<file path="src/rtl/tank_pkg.sv">
// Shared types and widths for the bullet arbiter and its per-slot storage.
package tank_pkg;

  typedef enum logic {
    TANK1 = 1'b0,
    TANK2 = 1'b1
  } owner_t;

  typedef enum logic [1:0] {
    IDLE  = 2'd0,
    ARMED = 2'd1,
    COOL  = 2'd2
  } arb_state_t;

  localparam int SLOT_IDX_W = 3;
  localparam int LIFE_W     = 10;
  localparam int COOL_W     = 8;

endpackage

</file>
<file path="src/rtl/bullet_slot.sv">
// One bullet slot: live flag, owning tank and lifetime countdown.
// A load always wins; kill and expiry in the same frame free the slot exactly once.
module bullet_slot
  import tank_pkg::*;
#(
  parameter int LIFETIME = 300
) (
  input  logic   i_clk,
  input  logic   i_rst_n,
  input  logic   i_load,
  input  owner_t i_owner,
  input  logic   i_kill,
  input  logic   i_flush,
  output logic   o_active,
  output owner_t o_owner
);

  logic              r_active;
  owner_t            r_owner;
  logic [LIFE_W-1:0] r_life;

  always_ff @(posedge i_clk) begin
    // NOTE: the lifetime counter is reset along with the flag so no stale count survives a reset.
    if (!i_rst_n || i_flush) begin
      r_active <= 1'b0;
      r_owner  <= TANK1;
      r_life   <= '0;
    end else if (i_load) begin
      r_active <= 1'b1;
      r_owner  <= i_owner;
      r_life   <= LIFE_W'(LIFETIME);
    end else if (r_active) begin
      if (i_kill || r_life <= LIFE_W'(1)) begin
        r_active <= 1'b0;
        r_owner  <= TANK1;
        r_life   <= '0;
      end else begin
        r_life <= r_life - LIFE_W'(1);
      end
    end
  end

  assign o_active = r_active;
  assign o_owner  = r_owner;

endmodule

</file>
<file path="src/rtl/bullet_arbiter.sv">
// Bullet pool arbiter: per-tank fire FSMs, round-robin grant, lowest-free-slot allocation.
// Build macro BULLET_AUTOFIRE_EN: a held shoot_req re-arms the tank when its cooldown ends.
module bullet_arbiter
  import tank_pkg::*;
#(
  parameter int NUM_SLOTS    = 4,
  parameter int MAX_PER_TANK = 2,
  parameter int LIFETIME     = 300,
  parameter int COOLDOWN     = 15
) (
  input  logic                  frame_clk,
  input  logic                  Reset_n,
  input  logic [1:0]            shoot_req,
  input  logic [1:0]            game_end,
  input  logic [NUM_SLOTS-1:0]  slot_kill,
  output logic                  launch_valid,
  output logic [SLOT_IDX_W-1:0] launch_slot,
  output logic                  launch_owner,
  output logic [NUM_SLOTS-1:0]  slot_active,
  output logic [NUM_SLOTS-1:0]  slot_owner,
  output logic [1:0][1:0]       ammo_left
);

`ifdef BULLET_AUTOFIRE_EN
  localparam bit AUTOFIRE = 1'b1;
`else
  localparam bit AUTOFIRE = 1'b0;
`endif

  logic [1:0]            r_req_d;
  arb_state_t            r_state [2];
  logic [COOL_W-1:0]     r_cool  [2];
  owner_t                r_rr;
  logic                  r_launch_valid;
  logic [SLOT_IDX_W-1:0] r_launch_slot;
  owner_t                r_launch_owner;

  logic                  w_flush;
  logic [1:0]            w_rise;
  logic [NUM_SLOTS-1:0]  w_slot_act;
  owner_t                w_slot_own [NUM_SLOTS];
  logic [NUM_SLOTS-1:0]  w_load;
  logic                  w_free_found;
  logic [SLOT_IDX_W-1:0] w_free_idx;
  logic [1:0][3:0]       w_live;
  logic [1:0]            w_elig;
  logic                  w_grant;
  owner_t                w_grant_owner;
  logic [1:0]            w_grant_vec;

  assign w_flush = |game_end;
  assign w_rise  = shoot_req & ~r_req_d;

  for (genvar g = 0; g < NUM_SLOTS; g++) begin : g_slot
    assign w_load[g] = w_grant && (w_free_idx == SLOT_IDX_W'(g));

    bullet_slot #(.LIFETIME(LIFETIME)) u_slot (
      .i_clk    (frame_clk),
      .i_rst_n  (Reset_n),
      .i_load   (w_load[g]),
      .i_owner  (w_grant_owner),
      .i_kill   (slot_kill[g]),
      .i_flush  (w_flush),
      .o_active (w_slot_act[g]),
      .o_owner  (w_slot_own[g])
    );

    assign slot_owner[g] = w_slot_own[g];
  end

  // Allocation and ammo both look only at registered slot state, so a slot freed
  // this frame is not reusable until the next one.
  always_comb begin
    // NOTE: every always_comb output gets a default first so no path can infer a latch.
    w_free_found = 1'b0;
    w_free_idx   = '0;
    w_live       = '0;
    for (int s = NUM_SLOTS - 1; s >= 0; s--) begin
      if (!w_slot_act[s]) begin
        w_free_found = 1'b1;
        w_free_idx   = SLOT_IDX_W'(s);
      end
    end
    for (int s = 0; s < NUM_SLOTS; s++) begin
      if (w_slot_act[s]) begin
        if (w_slot_own[s] == TANK2) w_live[1] = w_live[1] + 4'd1;
        else                        w_live[0] = w_live[0] + 4'd1;
      end
    end
    for (int t = 0; t < 2; t++) begin
      ammo_left[t] = (w_live[t] >= 4'(MAX_PER_TANK)) ? 2'd0
                                                     : 2'(4'(MAX_PER_TANK) - w_live[t]);
      w_elig[t]    = (r_state[t] == ARMED) && shoot_req[t] &&
                     (ammo_left[t] != 2'd0) && w_free_found;
    end
  end

  assign w_grant       = (|w_elig) && !w_flush;
  assign w_grant_owner = (&w_elig) ? r_rr : (w_elig[1] ? TANK2 : TANK1);
  assign w_grant_vec   = !w_grant              ? 2'b00 :
                         (w_grant_owner == TANK2) ? 2'b10 : 2'b01;

  always_ff @(posedge frame_clk) begin
    // NOTE: all state here uses non-blocking assignment so every register sees pre-edge values.
    if (!Reset_n) begin
      r_req_d        <= 2'b00;
      r_rr           <= TANK1;
      r_launch_valid <= 1'b0;
      r_launch_slot  <= '0;
      r_launch_owner <= TANK1;
      for (int t = 0; t < 2; t++) begin
        r_state[t] <= IDLE;
        r_cool[t]  <= '0;
      end
    end else begin
      r_req_d        <= shoot_req;
      r_launch_valid <= w_grant;
      r_launch_slot  <= w_grant ? w_free_idx : '0;
      r_launch_owner <= w_grant ? w_grant_owner : TANK1;
      if (w_grant) r_rr <= (w_grant_owner == TANK1) ? TANK2 : TANK1;

      for (int t = 0; t < 2; t++) begin
        if (w_flush) begin
          r_state[t] <= IDLE;
          r_cool[t]  <= '0;
        end else begin
          case (r_state[t])
            IDLE: if (w_rise[t]) r_state[t] <= ARMED;
            ARMED: begin
              if (w_grant_vec[t]) begin
                r_state[t] <= COOL;
                r_cool[t]  <= COOL_W'(COOLDOWN);
              end else if (!shoot_req[t]) begin
                r_state[t] <= IDLE;
              end
            end
            COOL: begin
              // Leaving on the 1->0 step gives a re-fire spacing of COOLDOWN+1 frames.
              if (r_cool[t] <= COOL_W'(1)) begin
                r_cool[t]  <= '0;
                r_state[t] <= (AUTOFIRE && shoot_req[t]) ? ARMED : IDLE;
              end else begin
                r_cool[t] <= r_cool[t] - COOL_W'(1);
              end
            end
            default: r_state[t] <= IDLE;
          endcase
        end
      end
    end
  end

  assign launch_valid = r_launch_valid;
  assign launch_slot  = r_launch_slot;
  assign launch_owner = r_launch_owner;
  assign slot_active  = w_slot_act;

endmodule

</file>
<file path="config.mk">
export PLATFORM = sky130hd
export DESIGN_NAME = bullet_arbiter
export DESIGN_NICKNAME = d
export VERILOG_FILES = /design/src/rtl/tank_pkg.sv /design/src/rtl/bullet_slot.sv /design/src/rtl/bullet_arbiter.sv
export SDC_FILE = /design/constraint.sdc
export NUM_CORES = 1
export LEC_CHECK = 0
export ABC_AREA = 1
export CORE_ASPECT_RATIO = 1.25
export CORE_MARGIN = 3
export CORE_UTILIZATION = 55
export CTS_BUF_LIST = sky130_fd_sc_hd__clkbuf_4 sky130_fd_sc_hd__clkbuf_8 sky130_fd_sc_hd__clkbuf_16
export CTS_CLUSTER_DIAMETER = 200
export DETAILED_ROUTE_END_ITERATION = 8
export GPL_TIMING_DRIVEN = 0
export MAX_ROUTING_LAYER = met4
export PLACE_DENSITY = 0.83
export SETUP_SLACK_MARGIN = 0.2
export SLEW_MARGIN = 30
export SYNTH_ARGS = -nofsm -noshare
export SYNTH_HDL_FRONTEND = slang
export SYNTH_HIERARCHICAL = 1
export SYNTH_SLANG_ARGS = --single-unit
</file>
<file path="constraint.sdc">
create_clock -name frame_clk -period 3.45 [get_ports frame_clk]
set_input_delay 0.69 -clock frame_clk [delete_from_list [all_inputs] [get_ports frame_clk]]
set_output_delay 0.69 -clock frame_clk [all_outputs]
set_load 0.05 [all_outputs]
</file>
==> results of run 1 <==
through the flow:
step                util [%]  total power [mW]  cells  setup WS (ns)
floorplan                  -              1.04    675         -0.167
global placement        62.6              1.07    797         -0.694
detailed placement      62.6              1.07    797         -0.796
CTS                     71.2              1.73    844         -0.321
global route            76.4              1.81    859         -0.724
finish                  76.4              1.77    859         -0.572
routing by layer:
layer | track usage [%] | wire length (microns) | up-vias | part of all wire [%]
li1 | - | - | 2294 | -
met1 | 26.6 | 5150 | 2279 | 36
met2 | 44.4 | 7440 | 283 | 52
met3 | 4.16 | 935 | 79 | 6.6
met4 | 13.1 | 729 | 0 | 5.1
met5 | - | 0 | - | 0
final timing paths:
check / to / depth (start not counted) / start
worst min-delay path: r_rr$_SDFFE_PN0N_ / 2 / r_rr$_SDFFE_PN0N_
worst max register to register: g_slot[3].u_slot/r_life[7]$_SDFFE_PP0P_ / 29 / g_slot[0].u_slot/o_owner$_SDFFE_PP0P_
worst min register to register: r_rr$_SDFFE_PN0N_ / 2 / r_rr$_SDFFE_PN0N_
worst max-delay path: g_slot[3].u_slot/r_life[7]$_SDFFE_PP0P_ / 29 / g_slot[0].u_slot/o_owner$_SDFFE_PP0P_
worst register-to-register path, delay by kind of cell (launching register included):
family                   cells  cell delay (ns)
AO/OA/AOI/OAI                2             0.35
buffers and inverters        6             0.49
adder cells (fa/ha/maj)      4             0.88
AND/OR/NAND/NOR             17             1.81
flip-flops                   1             0.37
cell families (layout without fill, tap and decap cells):
family | count (synthesis) | count (layout) | share of synthesized area, %
AND/OR/NAND/NOR | 349 | 349 | 34.3
buffers and inverters | 130 | 217 | 10.7
flip-flops | 75 | 75 | 35.7
AO/OA/AOI/OAI | 74 | 74 | 9.18
XOR/XNOR | 26 | 26 | 4.77
adder cells (fa/ha/maj) | 20 | 20 | 5.25
other | 1 | 1 | 0.0786
Yosys cell counts, drive strengths merged (12+ instances only):
cell    count
a21oi      46
dfxtp      55
edfxtp     20
ha         20
inv       121
nand2     149
nand3      62
nor2      113
o21ai      15
xnor2      12
xor2       14
repair_timing:
item,CTS,global route
gates resized for setup,108,77
pin swaps,53,34
buffers inserted,31,15
gates cloned,0,0
endpoints found under the setup margin,86,87
area by class of cell:
cell class / instances / area, sq um
buffer: 7 / 47.5
timing repair buffer: 71 / 691
multi-input combinational: 470 / 3120
fill: 512 / 1970
clock inverter: 6 / 56.3
tap: 97 / 121
clock buffer: 10 / 131
sequential: 75 / 1710
inverter: 123 / 480
registers in the layout, summed over array words and instances, names as in the netlist:
register and count:
g_slot.u_slot/o_active 4, g_slot.u_slot/o_owner 4, g_slot.u_slot/r_life 40, launch_owner 1
launch_slot 2, launch_valid 1, r_cool 16, r_req_d 2
r_rr 1, r_state 4
power by group through the flow:
stage	Sequential (mW)	Combinational (mW)	Clock (mW)
final	0.931	0.161	0.674
after global routing	0.932	0.173	0.703
after CTS	0.928	0.138	0.664
after detailed placement	0.948	0.122	0
after global placement	0.947	0.119	0
after floorplan	0.946	0.0908	0
==> run_results.csv, run 1 <==
group,metric,value,unit
critical_path,arrival,4.27,ns
placed_design,gp_routability_congestion,0.897,
clock_tree,clk_path_buf_depth,2,
routing,drc,0,
placed_design,place_area,5220,sq um
placed_design,portBuffers,25,
critical_path,cp-end-kind,"flop",
synth,ys_ff_latch,75,
layout,mostFrequentLayoutCells,"110 x nand2_1, 101 x inv_1, 79 x nor2_1",
routing,routed_wl,14.3,mm
routing,first_pass_iters,5,
global_route,grt_pass1_wl,19.2,mm
global_route,grt_pass1_vias,4459,
clock_tree,clkTransAtPathRegs,0.08,ns
routing,detail-route-antenna-nets,0,
layout,layout_commonest_cell,"nand2_1",
synth,syn_nets,705,
sta,finalCritPeriodShare,117,%
power,irDropWorstVdd,0.209,mV
synth,ys_seq_area_share,35.7,%
synth,synth_ff_type,"dfxtp_1",
critical_path,rrSetupSlack,-0.57,ns
floorplanning,core,8330,sq um
placed_design,hpwl,7.56,mm
layout,stdcell_area,6370,sq um
global_route,track_usage,25.2,%
routing,post_drt_via_cell_ratio,5.75,
sta,drv_slew,0,
synth,yosysTopAreaCell,"dfxtp_1",
synth,syn_area,4770,sq um
power,netSwitchingFraction,25.7,%
sta,setup_violations,85,
layout,finalNetCount,787,
critical_path,crit_buf_inv,6,
clock_tree,clk_latency,0.36,ns
flow_run,max_cap_violations,0,
routing,drt_iter0_drc,459,
power,p_switching,0.454,mW
sta,worst_pin_slew,0.528,ns
routing,num_vias,4935,
sta,hold_ws,0.503,ns
layout,drive_gt1_share,30.3,%
sta,rsz0062_at_grt,"true",
power,leakage,2.77,nW
routing,post_drt_wl_per_cell,16.6,microns
synth,syn_inst,675,
critical_path,critPathTopFamily,"simple AND/OR/NAND/NOR gates",
floorplanning,num_io_pins,27,
sta,fin_tns_setup,-29.49,ns
critical_path,cp_common_cell,"nand2_4",
clock_tree,cts_made_buffers,9,
sta,hold_violations,0,
floorplanning,die_y,110,microns
synth,synth.avg_cell_area,7.07,sq um
power,p_seq_share,52.7,%
sta,final.setup.worst_slack,-0.572,ns
critical_path,required,3.70,ns
sta,relSlewSlack,64.7,%
clock_tree,cts_tree,"done",
floorplanning,die_area,9830,sq um
floorplanning,initial_core_util,57.2,%
clock_tree,cts-htree-levels,3,
global_route,grt_max_degree,13,
synth,synth.area.top_cells,"dfxtp_1 23%, edfxtp_1 13%, nand2_1 10%",
floorplanning,std_cell_rows,37,
power,intPower,1.31,mW
floorplanning,die_w,89.3,microns
critical_path,crit_fanout,4,
critical_path,slowest_delay,0.37,ns
critical_path,start_kind,"flop",
synth,synth_cell_type_count,44,
clock_tree,cts_num_sinks,75,
clock_tree,root_buffer,"clkbuf_8",
power,powerDensity,277,nW/um^2
synth,async_reset_ff_share,0,%
layout,antenna_cells,0,
global_route,antenna_found_initial,0,
sta,fin_worst_skew,0.0124,ns
critical_path,critical_path_class,"flop to flop",
critical_path,crit_path_top_delay_cell,"dfxtp_4",
synth,synth_edf_count,20,
sta,max_freq,0.249,GHz
sta,period_minus_slack,4.02,ns
layout,area_delta_synth_final,33.5,%
power,comb_power_share,9.1,%
power,p_clk_share,38.2,%
status,violations,"negative setup slack",
clock_tree,postCtsHoldBufs,0,
global_route,overflow,0,
status,outcome,"finished, violations left",
min_path,min_path_type,"flop to flop",
synth,yosys_warnings,6,
synth,yosysTopAreaCellShare,23.1,%
Note: power is estimated with default switching activity, not from simulation.
==> run 2, diff against run 1 <==
- CORE_UTILIZATION: 55 -> 54
- PLACE_DENSITY: 0.83 -> 0.82
- SLEW_MARGIN: 30 -> 20
- SYNTH_HIERARCHICAL: 1 -> default
==> run 2 against run 1 <==
Against the previous run:
- the run still ends with negative setup slack left
- critical path depth grew 1
- register-to-register slack lost 0.06 ns
- clock power grew 27%
- power grew 10%
- cell area shrank 1.7%
- clock skew grew 0.0016 ns
- utilization grew 1.6 points
- worst hold slack gained 0.019 ns
- sequential share of layout area grew 0.41 points
- largest cell class unchanged
==> run_results.csv, run 2 <==
group,metric,value,unit
status,outcome,"finished, violations left",
status,violations,"negative setup slack",
clock_tree,clkTransAtPathRegs,0.08,ns
synth,synth.avg_cell_area,7.55,sq um
synth,syn_inst,605,
layout,antenna_cells,0,
routing,post_drt_wl_per_cell,18.9,microns
clock_tree,cts_tree,"done",
floorplanning,die_y,109,microns
clock_tree,cts-htree-levels,3,
layout,largest_register_ffs,40,
critical_path,rrSetupSlack,-0.64,ns
routing,num_vias,4831,
power,finalPower,1.95,mW
power,powerDensity,311,nW/um^2
sta,setup_violations,86,
sta,final.setup.worst_slack,-0.636,ns
layout,area_delta_synth_final,36.9,%
routing,drt_iter0_drc,351,
synth,synth_edf_count,20,
routing,routed_wl,15.1,mm
global_route,overflow,0,
placed_design,hpwl,7.15,mm
power,irDropWorstVdd,0.372,mV
min_path,hp-start,"g_slot[1].u_slot.r_life[5]$_SDFFE_PP0P_",
synth,synth.area.top_cells,"dfxtp_1 24%, edfxtp_1 13%, nand2_1 8.5%",
layout,mostFrequentLayoutCells,"83 x nand2_1, 81 x nor2_1, 73 x inv_1",
clock_tree,cts_made_buffers,9,
synth,ys_ff_latch,75,
critical_path,slowest_delay,0.36,ns
synth,synth.most_common_cell,"nand2_1",
synth,synth_ff_type,"dfxtp_1",
critical_path,cp_common_cell,"nand2_2",
synth,syn_nets,635,
critical_path,r2r-start,"g_slot[0].u_slot.o_owner$_SDFFE_PP0P_",
critical_path,arrival,4.35,ns
routing,detail-route-antenna-nets,0,
min_path,min_path_type,"flop to flop",
synth,async_reset_ff_share,0,%
critical_path,required,3.71,ns
layout,top_register,"g_slot.u_slot.r_life",
placed_design,portBuffers,25,
layout,multi_input_area,2870,sq um
clock_tree,clk_latency,0.37,ns
synth,synth_cell_type_count,44,
sta,rsz0062_at_grt,"true",
synth,syn_area,4570,sq um
global_route,track_usage,29.0,%
layout,layout_commonest_cell,"nand2_1",
critical_path,crit_path_end,"g_slot[0].u_slot.o_owner$_SDFFE_PP0P_",
floorplanning,core,8020,sq um
floorplanning,die_w,88.3,microns
critical_path,crit_buf_inv,9,
layout,fin_cells,802,
critical_path,critical_path_class,"flop to flop",
critical_path,critPathTopFamily,"simple AND/OR/NAND/NOR gates",
layout,drive_gt1_share,32.5,%
critical_path,r2r_end,"g_slot[0].u_slot.o_owner$_SDFFE_PP0P_",
synth,yosysTopAreaCell,"dfxtp_1",
critical_path,crit_fanout,8,
clock_tree,postCtsHoldBufs,0,
synth,yosys_warnings,0,
sta,relSlewSlack,35.0,%
flow_run,max_cap_violations,0,
floorplanning,std_cell_rows,36,
sta,max_freq,0.245,GHz
layout,fill_cells,479,
global_route,grt_pass1_wl,21.0,mm
critical_path,cp-end-kind,"flop",
synth,ys_top_cells_by_count,"104 x nand2_1, 89 x nor2_1, 84 x inv_1, 55 x dfxtp_1, 29 x nand3_1",
critical_path,cp-startpoint,"g_slot[0].u_slot.o_owner$_SDFFE_PP0P_",
clock_tree,cts_num_sinks,75,
global_route,grt_max_degree,14,
sta,fin_worst_skew,0.0140,ns
sta,hold_violations,0,
clock_tree,clk_path_buf_depth,2,
floorplanning,die_area,9610,sq um
sta,drv_slew,0,
power,leakage,2.69,nW
global_route,grt_pass1_vias,4691,
layout,final_core_util,78.0,%
critical_path,crit_path_top_delay_cell,"dfxtp_2",
routing,post_drt_via_cell_ratio,6.02,
critical_path,worst-path-stages,30,
global_route,antenna_found_initial,0,
sta,worst_pin_slew,0.965,ns
synth,yosysTopAreaCellShare,24.1,%
clock_tree,root_buffer,"clkbuf_8",
sta,hold_ws,0.522,ns
sta,finalCritPeriodShare,118,%
layout,top_regs,"g_slot.u_slot.r_life x40, r_cool x16",
floorplanning,initial_core_util,57.0,%
layout,seqCellArea,1710,sq um
floorplanning,num_io_pins,27,
placed_design,dp.cells,725,
critical_path,start_kind,"flop",
critical_path,rr_worst_depth,30,
placed_design,gp_routability_congestion,0.906,
layout,finalNetCount,732,
sta,fin_tns_setup,-41.51,ns
sta,period_minus_slack,4.09,ns
routing,first_pass_iters,6,
synth,ys_seq_area_share,37.2,%
routing,drc,0,
run 2: changes by cell type after synthesis, moves of 7 or more:
cell	delta
a21oi_1	-22
a31oi_1	+7
inv_1	-34
inv_2	+9
nand2_1	-28
nand3_1	-26
nor2_1	-8
nor2_2	-9
nor3_1	+12
o22ai_1	+8
run 2: cell families (layout without fill, tap and decap cells):
group           after synthesis  in the layout  synth area share [%]
fa+ha+maj                    20             20                  5.47
other cells                   1              1                0.0820
compound gates               75             75                  10.0
xor+xnor                     32             32                  6.13
simple gates                288            289                  30.3
buf+inv                     114            215                  10.8
flops                        75             75                  37.2
run 2: tightest hold or removal path, delay by kind of cell, from the launching register on:
kind,cells,cell delay [ns]
simple gates,2,0.14
flops,1,0.33
run 2: worst min-delay path by stage:
stage                                                    endpoint  slack, ns  depth (start not counted)
after floorplan           g_slot[2].u_slot.r_life[7]$_SDFFE_PP0P_       0.45                          2
after global placement    g_slot[2].u_slot.r_life[7]$_SDFFE_PP0P_       0.46                          2
after CTS                 g_slot[2].u_slot.r_life[7]$_SDFFE_PP0P_       0.50                          2
final                     g_slot[1].u_slot.r_life[5]$_SDFFE_PP0P_       0.52                          2
after detailed placement  g_slot[2].u_slot.r_life[7]$_SDFFE_PP0P_       0.47                          2
after global routing      g_slot[2].u_slot.r_life[7]$_SDFFE_PP0P_       0.53                          2
run 2: power by group:
| part | internal, mW | switching [mW] |
|---|---|---|
| sequential | 0.915 | 0.0130 |
| combinational | 0.0659 | 0.0928 |
| clock | 0.514 | 0.345 |
run 2: layout make-up:
class	instances	area share, %
Timing Repair Buffer	85	12.7
Inverter	97	6.14
Sequential cell	75	27.3
Multi-Input combinational cell	417	45.9
Tap cell	95	1.90
Buffer	17	1.96
Clock buffer	11	2.32
Clock inverter	5	1.72
run 2: per-stage QoR:
step | cell area (sq um) | setup WS, ns
after global routing | 6260 | -0.666
after floorplan | 4630 | -0.00844
after global placement | 5000 | -0.719
after detailed placement | 5000 | -0.782
final | 6260 | -0.636
after CTS | 5990 | -0.358
run 2: per-layer routing:
layer | share of wire (%) | wire (microns) | vias to the layer above | track usage [%]
met4 | 7.6 | 1140 | 0 | 19.9
met5 | 0 | 0 | - | -
met1 | 36 | 5440 | 2260 | 28.3
met3 | 7.5 | 1130 | 121 | 6.42
li1 | - | - | 2143 | -
met2 | 49 | 7420 | 307 | 50.3
run 2: timing repair:
| item | 4_1_cts | 5_1_grt |
|---|---|---|
| setup endpoints to repair | 86 | 87 |
| resized for setup | 112 | 42 |
| buffers inserted | 50 | 10 |
| pin swaps | 37 | 22 |
| cloned | 1 | 0 |
